File: config.mk
export PLATFORM = sky130hd
export DESIGN_NAME = fetch_queue_flat
export DESIGN_NICKNAME = d
export VERILOG_FILES = /design/src/rtl/fetch_queue_if.sv /design/src/rtl/fetch_queue.sv /design/src/flat_wrapper.sv
export SDC_FILE = /design/constraint.sdc
export NUM_CORES = 1
export LEC_CHECK = 0
export BUFFER_PORTS_ARGS = -buffer_cell sky130_fd_sc_hd__buf_4
export CAP_MARGIN = 20
export CORE_ASPECT_RATIO = 1.4
export CORE_UTILIZATION = 60
export CTS_BUF_LIST = sky130_fd_sc_hd__clkbuf_16
export CTS_CLUSTER_SIZE = 16
export DETAILED_ROUTE_END_ITERATION = 8
export GPL_ROUTABILITY_DRIVEN = 0
export PLACE_DENSITY_LB_ADDON = 0.08
export REMOVE_ABC_BUFFERS = 1
export SYNTH_ARGS = -nofsm -noshare
export SYNTH_HDL_FRONTEND = slang
export SYNTH_SLANG_ARGS = --single-unit
export TNS_END_PERCENT = 50
File: constraint.sdc
create_clock -name clk -period 6.38 [get_ports clk]
set_input_delay 0.319 -clock clk [delete_from_list [all_inputs] [get_ports clk]]
set_output_delay 0.319 -clock clk [all_outputs]
set_load 0.005 [all_outputs]
File: src/rtl/fetch_queue_if.sv
// rtl/fetch_queue_if.sv - fetch-to-decode handshake and entry fields for fetch_queue
interface fetch_queue_if #(
  parameter int WIDTH = 31,
  parameter int INDEX = 7
);
  logic             fetchValid;
  logic             fetchReady;
  logic [WIDTH:0]   instr;
  logic [WIDTH:0]   instrPC;
  logic [WIDTH:0]   predictedPCF;
  logic [INDEX:0]   GHRIndex;
  logic [1:0]       PHTState;
  logic             redirect;

  logic             decodeReady;
  logic             decodeValid;
  logic [WIDTH:0]   instrD;
  logic [WIDTH:0]   instrPCD;
  logic [WIDTH:0]   predictedPCD;
  logic [INDEX:0]   GHRIndexD;
  logic [1:0]       PHTStateD;
  logic             redirectD;

  // master: fetch/decode environment; slave: the queue
  modport master (
    output fetchValid, instr, instrPC, predictedPCF, GHRIndex, PHTState, redirect, decodeReady,
    input  fetchReady, decodeValid, instrD, instrPCD, predictedPCD, GHRIndexD, PHTStateD, redirectD
  );

  modport slave (
    input  fetchValid, instr, instrPC, predictedPCF, GHRIndex, PHTState, redirect, decodeReady,
    output fetchReady, decodeValid, instrD, instrPCD, predictedPCD, GHRIndexD, PHTStateD, redirectD
  );
endinterface

File: src/rtl/fetch_queue.sv
// rtl/fetch_queue.sv - fetch-to-decode FIFO carrying instruction plus branch-prediction context
// Optional empty-queue bypass enabled by defining FETCH_QUEUE_BYPASS_EN.
module fetch_queue #(
  parameter int WIDTH = 31,
  parameter int INDEX = 7,
  parameter int DEPTH = 4,
  parameter int PTR   = $clog2(DEPTH)
) (
  input  logic          clk,
  input  logic          globalReset,
  fetch_queue_if.slave  fq,
  input  logic          flush,
  input  logic          decodeFlush,
  output logic [PTR:0]  occupancy
);

  localparam int           EW      = 3 * (WIDTH + 1) + (INDEX + 1) + 3;
  localparam logic [PTR:0] FULL    = (PTR + 1)'(DEPTH);
  localparam logic [PTR:0] CNT_ONE = (PTR + 1)'(1);
  localparam logic [PTR-1:0] PTR_ONE = PTR'(1);

  logic [EW-1:0]  mem_q [DEPTH];
  logic [EW-1:0]  mem_d [DEPTH];
  logic [PTR-1:0] head_q, head_d;
  logic [PTR-1:0] tail_q, tail_d;
  logic [PTR:0]   count_q, count_d;

  logic           flush_any;
  logic           fetch_ready;
  logic           bypass;
  logic           decode_valid;
  logic           push;
  logic           pop;
  logic [EW-1:0]  in_entry;
  logic [EW-1:0]  head_entry;
  logic [EW-1:0]  out_entry;

  assign in_entry = {fq.redirect, fq.PHTState, fq.GHRIndex, fq.predictedPCF, fq.instrPC, fq.instr};

  always_comb begin
    flush_any   = flush || decodeFlush;
    // Ready depends on registered count only, so a full queue refuses a push even while popping.
    fetch_ready = globalReset && (count_q != FULL);
`ifdef FETCH_QUEUE_BYPASS_EN
    bypass      = globalReset && (count_q == '0) && fq.fetchValid && fq.decodeReady && !flush_any;
`else
    bypass      = 1'b0;
`endif
    decode_valid = globalReset && ((count_q != '0) || bypass);
    push         = fq.fetchValid && fetch_ready && !bypass;
    pop          = globalReset && (count_q != '0) && fq.decodeReady;
    head_entry   = bypass ? in_entry : mem_q[head_q];
    out_entry    = decode_valid ? head_entry : '0;
  end

  always_comb begin
    mem_d   = mem_q;
    head_d  = head_q;
    tail_d  = tail_q;
    count_d = count_q;
    if (flush_any) begin
      head_d  = '0;
      tail_d  = '0;
      count_d = '0;
    end else begin
      if (push) begin
        mem_d[tail_q] = in_entry;
        tail_d        = tail_q + PTR_ONE;
      end
      if (pop) begin
        head_d = head_q + PTR_ONE;
      end
      case ({push, pop})
        2'b10:   count_d = count_q + CNT_ONE;
        2'b01:   count_d = count_q - CNT_ONE;
        default: count_d = count_q;
      endcase
    end
  end

  always_ff @(posedge clk) begin
    if (!globalReset) begin
      head_q  <= '0;
      tail_q  <= '0;
      count_q <= '0;
    end else begin
      head_q  <= head_d;
      tail_q  <= tail_d;
      count_q <= count_d;
    end
  end

  // Entry storage is never cleared; stale data is masked by count.
  always_ff @(posedge clk) begin
    mem_q <= mem_d;
  end

  assign fq.fetchReady  = fetch_ready;
  assign fq.decodeValid = decode_valid;
  assign {fq.redirectD, fq.PHTStateD, fq.GHRIndexD, fq.predictedPCD, fq.instrPCD, fq.instrD} = out_entry;
  assign occupancy = count_q;

endmodule

File: src/flat_wrapper.sv
// flat-port wrapper written by rule: the top's interface ports become plain ports
module fetch_queue_flat 
#(
  parameter int WIDTH = 31,
  parameter int INDEX = 7,
  parameter int DEPTH = 4,
  parameter int PTR   = $clog2(DEPTH)
)
  (clk, globalReset, flush, decodeFlush, occupancy, fq_fetchValid, fq_instr, fq_instrPC, fq_predictedPCF, fq_GHRIndex, fq_PHTState, fq_redirect, fq_decodeReady, fq_fetchReady, fq_decodeValid, fq_instrD, fq_instrPCD, fq_predictedPCD, fq_GHRIndexD, fq_PHTStateD, fq_redirectD);
  fetch_queue_if #(.WIDTH(WIDTH), .INDEX(INDEX)) fq_i ();
  input  logic clk;
  input  logic globalReset;
  input  logic flush;
  input  logic decodeFlush;
  output logic [PTR:0] occupancy;
  input wire logic [$bits(fq_i.fetchValid)-1:0] fq_fetchValid;
  input wire logic [$bits(fq_i.instr)-1:0] fq_instr;
  input wire logic [$bits(fq_i.instrPC)-1:0] fq_instrPC;
  input wire logic [$bits(fq_i.predictedPCF)-1:0] fq_predictedPCF;
  input wire logic [$bits(fq_i.GHRIndex)-1:0] fq_GHRIndex;
  input wire logic [$bits(fq_i.PHTState)-1:0] fq_PHTState;
  input wire logic [$bits(fq_i.redirect)-1:0] fq_redirect;
  input wire logic [$bits(fq_i.decodeReady)-1:0] fq_decodeReady;
  output wire logic [$bits(fq_i.fetchReady)-1:0] fq_fetchReady;
  output wire logic [$bits(fq_i.decodeValid)-1:0] fq_decodeValid;
  output wire logic [$bits(fq_i.instrD)-1:0] fq_instrD;
  output wire logic [$bits(fq_i.instrPCD)-1:0] fq_instrPCD;
  output wire logic [$bits(fq_i.predictedPCD)-1:0] fq_predictedPCD;
  output wire logic [$bits(fq_i.GHRIndexD)-1:0] fq_GHRIndexD;
  output wire logic [$bits(fq_i.PHTStateD)-1:0] fq_PHTStateD;
  output wire logic [$bits(fq_i.redirectD)-1:0] fq_redirectD;
  assign fq_i.fetchValid = fq_fetchValid;
  assign fq_i.instr = fq_instr;
  assign fq_i.instrPC = fq_instrPC;
  assign fq_i.predictedPCF = fq_predictedPCF;
  assign fq_i.GHRIndex = fq_GHRIndex;
  assign fq_i.PHTState = fq_PHTState;
  assign fq_i.redirect = fq_redirect;
  assign fq_i.decodeReady = fq_decodeReady;
  assign fq_fetchReady = fq_i.fetchReady;
  assign fq_decodeValid = fq_i.decodeValid;
  assign fq_instrD = fq_i.instrD;
  assign fq_instrPCD = fq_i.instrPCD;
  assign fq_predictedPCD = fq_i.predictedPCD;
  assign fq_GHRIndexD = fq_i.GHRIndexD;
  assign fq_PHTStateD = fq_i.PHTStateD;
  assign fq_redirectD = fq_i.redirectD;
  fetch_queue #(.WIDTH(WIDTH), .INDEX(INDEX), .DEPTH(DEPTH), .PTR(PTR)) u_core (.clk(clk), .globalReset(globalReset), .fq(fq_i), .flush(flush), .decodeFlush(decodeFlush), .occupancy(occupancy));
endmodule
==> run metrics, run 1 <==
Tot Pwr 0.00558 W; CTS root buffer clkbuf_16; P per Cell Area 267 mW/mm^2; Hold Crit Class in -> reg; Clock Tree Buf Depth 3; Placed Instance Area 0.0186 sq mm; Rows 71; first-pass GRT wire length 49100 um; Nets 1195; Worst EP required 6060 ps; Fmax 0.299 GHz; RSZ-0062 raised after global routing false; FF+latch count, synth 435; area of the multi-input gates 0.00339 sq mm; status finished, final reports clean; Top FF cell, synth edfxtp_1; count of final hold-check violations 0; DR vias 8282; slew of the pin with the lowest slew margin 1040 ps; Initial DRC Count 476; Yosys Warn Count 0; ys async rst share 0%; Startpoint Class flip-flop; DP HPWL 17700 um; layout cell share with drive strength beyond 1 35.7%; GRT Total Usage 23.6%; H-Tree Depth 2; setup violation total in the final timing report 0; cell count after synthesis 732; Die X 143 um; Max Cap Viol 0; Fill cells 1460; average size of a mapped cell 22.7 sq um; core area 0.0270 sq mm; sequential fraction of the synthesis area 78.2%; CP Data Arrival Time 3020 ps; WHS Path Cells 3; Rel. slew slack 30.3%; period utilization 52.3%; clock skew 9.61 ps; vias per cell 5.63; P&R area growth vs syn 26.0%; post-layout util 77.5%; CP Class reg -> out; cts bufs inserted 39; initial antenna violation count 2; CP Capture Type output pin; CP Max Fanout 57; input/output buffers 224; die footprint 0.0284 sq mm; clk sinks 435; clk_lat worst skew 530 ps; IO Count 225; Seq. cell area 0.0130 sq mm; fin. max-slew vios 0; Yosys cell types 24; cell area after synthesis 0.0166 sq mm; number of flops mapped to enable cells by yosys 428; min Tclk post-route 3340 ps; die height 199 um; wire per inst 22.0 um; setup TNS 0 ps; Reg clk slew, reported paths 70 ps; TritonCTS clock tree yes; Residual DRC 0; post-route ant nets 0; routed wire length 32300 um; LEAKAGE 7.16 nW; R2R depth 9; drt pass-1 iters 4; total gr overflow 0; Post-CTS Setup Bufs 0; pin count of the biggest net entering global routing 111; number of global-route vias before repair 8936; Starting Density 61.5%; post-route cell area 0.0209 sq mm; worst IR drop on VDD 281 uV
[worst paths after layout]
path                                          from                                to  slack (ps)
hold reg to reg      u_core.tail_q[1]$_SDFFE_PP0P_     u_core.tail_q[1]$_SDFFE_PP0P_         540
setup / recovery     u_core.head_q[1]$_SDFFE_PP0P_                      fq_instrD[0]        3040
setup reg to reg  u_core.occupancy[0]$_SDFFE_PP0P_  u_core.occupancy[2]$_SDFFE_PP0P_        3380
hold / removal                      fq_decodeReady     u_core.head_q[1]$_SDFFE_PP0P_         120
[cells in the mapped netlist (2+ instances only)]
library cell	count	area (sq um)
buf_6	11	124
nand2b_1	2	12.5
dfxtp_1	7	140
o21ai_0	2	10.0
xor2_1	2	17.5
nor3b_1	2	15.0
inv_1	6	22.5
a21oi_1	3	15.0
and2_1	108	676
and3_1	4	25.0
nor2_1	5	18.8
edfxtp_1	428	12900
nand2_1	6	22.5
buf_2	6	30.0
clkbuf_1	18	67.6
or3_1	2	12.5
ha_1	5	62.6
mux4_2	107	2410
mux2i_1	3	30.0
[layout make-up]
cell class / instances / area share [%]
Clock inverter: 27 / 0.903
Sequential cell: 435 / 62.1
Timing Repair Buffer: 339 / 13.6
Clock buffer: 41 / 4.90
Tap cell: 365 / 2.18
Multi-Input combinational cell: 255 / 16.2
Inverter: 6 / 0.108
Antenna cell: 2 / 0.0239
[cells in the final DEF, fill, tap and decap left out, types with 2 or more instances in the layout]
cell	synthesis	final
dfxtp_4	0	2
nand2_1	6	6
mux4_2	107	107
bufinv_16	0	3
and2_1	108	108
buf_4	1	230
ha_1	5	5
mux2i_1	3	3
nand2b_1	2	2
clkinv_2	0	3
nor2_1	5	5
clkinv_1	0	10
clkbuf_16	0	41
edfxtp_1	428	428
dlygate4sd3_1	0	107
dfxtp_1	7	5
a21oi_1	3	3
diode_2	0	2
and3_4	0	4
nor3b_1	2	2
or3_1	2	2
inv_1	6	16
o21ai_0	2	2
xor2_1	2	2
[state kept, by name, summed over array words and instances (netlist names)]
signal            count
u_core.mem_q        428
u_core.occupancy      3
u_core.head_q         2
u_core.tail_q         2
[stage by stage]
step                hold WS (ps)  setup slack [ps]  std cells
floorplan                    418               741        696
global placement             477              3450       1292
detailed placement           523              3310       1292
CTS                         75.7              2900       1467
global route                 109              2900       1470
finish                       120              3040       1470
[metal layers]
layer	track usage [%]	vias to the layer above	wire length, um
li1	-	3659	-
met1	29.9	4309	12500
met2	40.9	265	17200
met3	5.06	49	1880
met4	7.89	0	715
met5	0	-	0
[worst max-delay path: stages (launching register included)]
cell     delay [ps]
dfxtp_4         880
buf_4           780
mux4_2          420
and2_1          180
buf_4           130
[kinds of logic after synthesis]
group,after synthesis,share of synthesized area [%]
DFF,435,78.2
and+or+nand+nor,131,4.78
muxes,110,14.7
buffers and inverters,42,1.51
AOI/OAI and AO/OA,6,0.203
adders and majority gates,6,0.497
xor gates and xnor gates,2,0.105
[repair_timing]
item / 4_1_cts / 5_1_grt
endpoints found under the hold margin: 428 / 0
endpoints found under the setup margin: 0 / 0
hold buffers: 107 / 0
gates resized for setup: 0 / 0
[report_power, final]
part | internal, W | switching (W)
clock | 0.00128 | 0.000965
sequential | 0.00315 | 0.00000391
combinational | 0.000109 | 0.0000728
Power figures use the tool's default switching activity.
==> run 2: changes to the inputs <==
CORE_UTILIZATION = 52   (was 60)
clock period = 2.9 ns   (was 6.38 ns; I/O delays follow)
==> run metrics, run 2 (same netlist as run 1, synthesis figures left out) <==
setup violation total in the final timing report 0 (unchanged); Max Cap Viol 0 (unchanged); Diodes inserted 0 (-2); CP Max Fanout 21 (-63%); die height 213 um (+7.3%); post-layout util 67.6% (-9.9 points); slowest stage cell, crit path dfxtp_4; cts bufs inserted 42 (+7.7%); reg2reg start u_core.occupancy[2]$_SDFFE_PP0P_; Die X 153 um (+7.3%); WHS Path Cells 2 (-1); layout cell share with drive strength beyond 1 36.6% (+0.87 points); CP Class reg -> out; Rel. slew slack 50.6% (+20 points); pin count of the biggest net entering global routing 110 (-0.90%); Initial DRC Count 455 (-4.4%); P per Cell Area 583 mW/mm^2 (+120%); drt pass-1 iters 5 (+1); most frequent cells in the layout edfxtp_1, buf_4, dlygate4sd3_1; IO Count 225 (unchanged); fin. max-slew vios 0 (unchanged); total gr overflow 0 (unchanged); routing usage on met1 24.6% (-5.3 points); CTS resizes 0 (unchanged); worst IR drop on VDD 535 uV (+90%); clk_lat worst skew 540 ps (about the same); most common cell after layout, fill and taps aside edfxtp_1; sw power 0.00236 W (+130%); DP HPWL 18500 um (+4.6%); Largest Register u_core.mem_q; number of flip-flops in the largest register 428 (unchanged); core area 0.0315 sq mm (+17%); WHS 346 ps (+226 ps); clk sinks 435 (unchanged); Post-CTS Hold Buffers 115 (+7.5%); vias per cell 5.44 (-3.5%); setup TNS 0 ps (unchanged); Tot Pwr 0.0124 W (+120%); H-Tree Depth 2 (unchanged); initial antenna violation count 0 (-2); Critical Path Source u_core.head_q[0]$_SDFFE_PP0P_; number of global-route vias before repair 9175 (+2.7%); input/output buffers 224 (unchanged); status finished, final reports clean; Clock Tree Buf Depth 3 (unchanged); Startpoint Class flip-flop; GR peak layer met2; wire per inst 21.6 um (-1.9%); Comb power frac 3.3% (about the same); P&R area growth vs syn 28.3%; post-route ant nets 0 (unchanged); HP Start fq_predictedPCF[25]; min Tclk post-route 2600 ps; CP peak stage delay 660 ps (-220 ps); CTS root buffer clkbuf_16; slew of the pin with the lowest slew margin 739 ps (-305 ps); R2R depth 9 (unchanged); Reg clk slew, reported paths 60 ps (about the same); Post-CTS Setup Bufs 0 (unchanged); period utilization 89.8%; die footprint 0.0327 sq mm (+15%); CP Data Arrival Time 2460 ps (-560 ps); Hold Crit Class in -> reg; Critical Path, Cell by Cell buf_4 -> mux4_2 -> and2_1 -> buf_4; Rows 77 (+8.5%); LEAKAGE 7.29 nW (+1.8%); Residual DRC 0 (unchanged); met3 usage 4.26% (-0.79 points); Power Internal 0.0101 W (+120%); Reg power frac 55.8% (-0.7 points); switch share 19.0% (+0.35 points); Nets 1215 (+1.7%); RSZ-0062 raised after global routing false; clock skew 16.2 ps (+6.57 ps); Starting Density 52.7% (-8.8 points); routed wire length 32800 um (+1.5%); GRT Total Usage 20.6% (-3.1 points); first-pass GRT wire length 50600 um (+3.1%); CP Capture Type output pin; met2 Track Usage GR 37.3% (-3.6 points); Clk network pwr share 40.8% (+0.6 points); count of final hold-check violations 0 (unchanged); Fmax 0.384 GHz; TritonCTS clock tree yes; most frequent CP cell buf_4; DR vias 8273 (-0.11%); Worst EP required 2760 ps (-3300 ps)
run 2: cell count changes in the layout (fill, tap and decap cells not counted):
cell	change
dlygate4sd3_1	+8
bufinv_16	-2
clkbuf_16	+4
diode_2	-2
clkinvlp_4	+6
clkinv_2	+1
buf_12	+9
clkinv_1	-3
run 2: path summary, 6_finish.rpt:
path                                                         end  slack (ps)
worst min-delay path                 u_core.mem_q[303]$_DFFE_PP_         350
worst max register to register  u_core.occupancy[2]$_SDFFE_PP0P_         330
worst min register to register     u_core.tail_q[1]$_SDFFE_PP0P_         500
worst max-delay path                             fq_instrPCD[18]         300
run 2: metal layers:
layer	wire, um	up-vias	part of all wire (%)
li1	-	3703	-
met1	12900	4308	39
met5	0	-	0
met3	1700	55	5.2
met2	17400	207	53
met4	808	0	2.5
run 2: per-stage QoR:
step | cells | setup WS, ps | area [sq um]
floorplan | 696 | -2560 | 16400
global placement | 1331 | 692 | 18800
detailed placement | 1331 | 397 | 18800
CTS | 1520 | 200 | 21300
global route | 1521 | 116 | 21300
finish | 1521 | 295 | 21300
run 2: power by group through the flow:
stage	Combinational [W]	Sequential, W	Clock [W]
floorplan	0.0000609	0.00708	0
finish	0.000412	0.00694	0.00508
global route	0.000443	0.00694	0.00542
CTS	0.000412	0.00694	0.00517
global placement	0.000260	0.00707	0
detailed placement	0.000280	0.00708	0
run 2: worst max-delay path, delay by kind of cell, from the launching register on:
| family | cells | cell delay [ps] |
|---|---|---|
| muxes | 1 | 540 |
| buffers and inverters | 2 | 520 |
| DFF | 1 | 660 |
| and+or+nand+nor | 1 | 200 |
run 2: final cells by class:
class	count	area [sq um]
clock buffers	45	1130
clock inverters	29	168
fillers	2072	10200
inverters	6	22.5
multi-input cells	255	3390
flip-flops and latches	435	13000
well taps	395	494
repair buffers	356	3110
==> run 3: changes to the inputs <==
ABC_CLOCK_PERIOD_IN_PS = 2900   (was not set)
GPL_ROUTABILITY_DRIVEN = 1   (was 0)
REMOVE_ABC_BUFFERS = not set   (was 1)
==> run metrics, run 3 (same netlist as run 1, synthesis figures left out) <==
Initial DRC Count 409 (-10%); most frequent cells in the layout edfxtp_1, buf_4, dlygate4sd3_1; Fmax 0.387 GHz (+0.80%); CP Max Fanout 23 (+9.5%); post-route ant nets 0 (unchanged); min Tclk post-route 2580 ps (-20.7 ps); wire per inst 22.2 um (+3.0%); Diodes inserted 0 (unchanged); DP Worst Slack 473 ps (+76.2 ps); setup violation total in the final timing report 0 (unchanged); Worst EP required 2760 ps (about the same); hold endpoint u_core.tail_q[0]$_SDFFE_PP0P_; GRT Total Usage 21.2% (+0.63 points); Nets 1217 (+0.16%); DR vias 8383 (+1.3%); H-Tree Depth 2 (unchanged); CP Capture Type output pin; Die X 153 um (unchanged); R2R depth 9 (unchanged); routed wire length 33900 um (+3.3%); Placed Instance Area 0.0189 sq mm (+0.33%); reg2reg start u_core.occupancy[2]$_SDFFE_PP0P_; first-pass GRT wire length 51600 um (+1.8%); clk_lat worst skew 550 ps (about the same); layout cell share with drive strength beyond 1 37.1% (+0.49 points); Finished Layout Cells 1525 (+0.26%); die height 213 um (unchanged); worst IR drop on VDD 552 uV (+3.3%); slew of the pin with the lowest slew margin 496 ps (-243 ps); Fill cells 2094 (+1.1%); period utilization 89.1% (-0.71 points); CTS root buffer clkbuf_16; CTS resizes 0 (unchanged); input/output buffers 224 (unchanged); status finished, final reports clean; RePlAce Congestion 0.763; WHS Path Cells 4 (+2); total gr overflow 0 (unchanged); Clock Tree Buf Depth 3 (unchanged); number of flip-flops in the largest register 428 (unchanged); placed cell count 1336 (+0.38%); die footprint 0.0327 sq mm (unchanged); drt pass-1 iters 5 (unchanged); number of global-route vias before repair 9391 (+2.4%); LEAKAGE 7.35 nW (+0.80%); cts bufs inserted 41 (-2.4%); IO Count 225 (unchanged); post-route cell area 0.0214 sq mm (+0.30%); Starting Density 52.7% (unchanged); Startpoint Class flip-flop; most common cell after layout, fill and taps aside edfxtp_1; Reg clk slew, reported paths 60 ps (about the same); count of final hold-check violations 0 (unchanged); core area 0.0315 sq mm (unchanged); vias per cell 5.50 (+1.1%); Largest Register u_core.mem_q; Hold Crit Class in -> reg; P per Cell Area 589 mW/mm^2 (+0.99%); fin. max-slew vios 0 (unchanged); TritonCTS clock tree yes; setup TNS 0 ps (unchanged); initial antenna violation count 0 (unchanged); Rows 77 (unchanged); HP Start fq_fetchValid; DP HPWL 20100 um (+8.6%); P&R area growth vs syn 28.6%; pin count of the biggest net entering global routing 110 (unchanged); clk sinks 435 (unchanged); Max Cap Viol 0 (unchanged); clock skew 15.5 ps (-0.690 ps); RSZ-0062 raised after global routing false; Net Count, Synth 851; Residual DRC 0 (unchanged); Rel. slew slack 66.9% (+16 points); flop2flop setup slack 370 ps (+40 ps); reg2reg end u_core.occupancy[2]$_SDFFE_PP0P_; Setup WS post-layout 316 ps (+20.7 ps); CP Class reg -> out; CP Data Arrival Time 2440 ps (-20 ps)
==> run 3: through the flow <==
stage / utilization [%] / total power (W) / hold WS (ps)
floorplan: - / 0.00714 / 244
global placement: 60.0 / 0.00734 / 343
detailed placement: 60.0 / 0.00736 / 349
CTS: 67.7 / 0.0127 / 28.4
global route: 67.8 / 0.0130 / 59.4
finish: 67.8 / 0.0126 / 56.7
==> run 3: cell type report <==
type | count | area (sq um) | area share, %
clock buffers | 41 | 1030 | 4.80
clock inverters | 34 | 289 | 1.35
inverters | 6 | 22.5 | 0.105
multi-input cells | 255 | 3390 | 15.9
flip-flops and latches | 435 | 13000 | 60.8
well taps | 395 | 494 | 2.31
repair buffers | 359 | 3150 | 14.7
==> run 3: power breakdown <==
part / internal, W / total [W] / switching, W / leakage (nW)
registers: 0.00693 / 0.00694 / 0.00000802 / 3.91
logic: 0.000248 / 0.000412 / 0.000164 / 2.75
clock network: 0.00303 / 0.00524 / 0.00221 / 0.687
total: 0.0102 / 0.0126 / 0.00238 / 7.35
==> run 3: critical path, cell delays in order (launching register included) <==
cell     delay, ps
dfxtp_4        650
buf_4          360
mux4_2         540
and2_1         180
buf_4          130
==> run 3: per-layer routing <==
layer	GRT usage (%)	part of all wire, %	vias up
li1	-	-	3725
met4	6.48	2.1	0
met2	38.9	54	251
met5	0	0	-
met1	25.7	39	4357
met3	3.70	4.7	50
==> run 3: worst max path at each step <==
| stage | slack (ps) | from | end | cells past startpoint |
|---|---|---|---|---|
| after floorplan | -900 | u_core.occupancy[0]$_SDFFE_PP0P_ | u_core.mem_q[321]$_DFFE_PP_ | 3 |
| after global placement | 650 | u_core.occupancy[2]$_SDFFE_PP0P_ | u_core.occupancy[2]$_SDFFE_PP0P_ | 9 |
| after detailed placement | 470 | u_core.occupancy[2]$_SDFFE_PP0P_ | u_core.occupancy[2]$_SDFFE_PP0P_ | 9 |
| after CTS | 210 | u_core.occupancy[0]$_SDFFE_PP0P_ | fq_PHTStateD[1] | 4 |
| after global routing | 150 | u_core.head_q[0]$_SDFFE_PP0P_ | fq_predictedPCD[24] | 4 |
| final | 320 | u_core.head_q[0]$_SDFFE_PP0P_ | fq_predictedPCD[24] | 4 |
==> run 3: what timing repair did <==
action                    in CTS  in global routing
hold endpoints to repair     435                  0
setup buffers                  0                  0
hold buffers                 113                  0
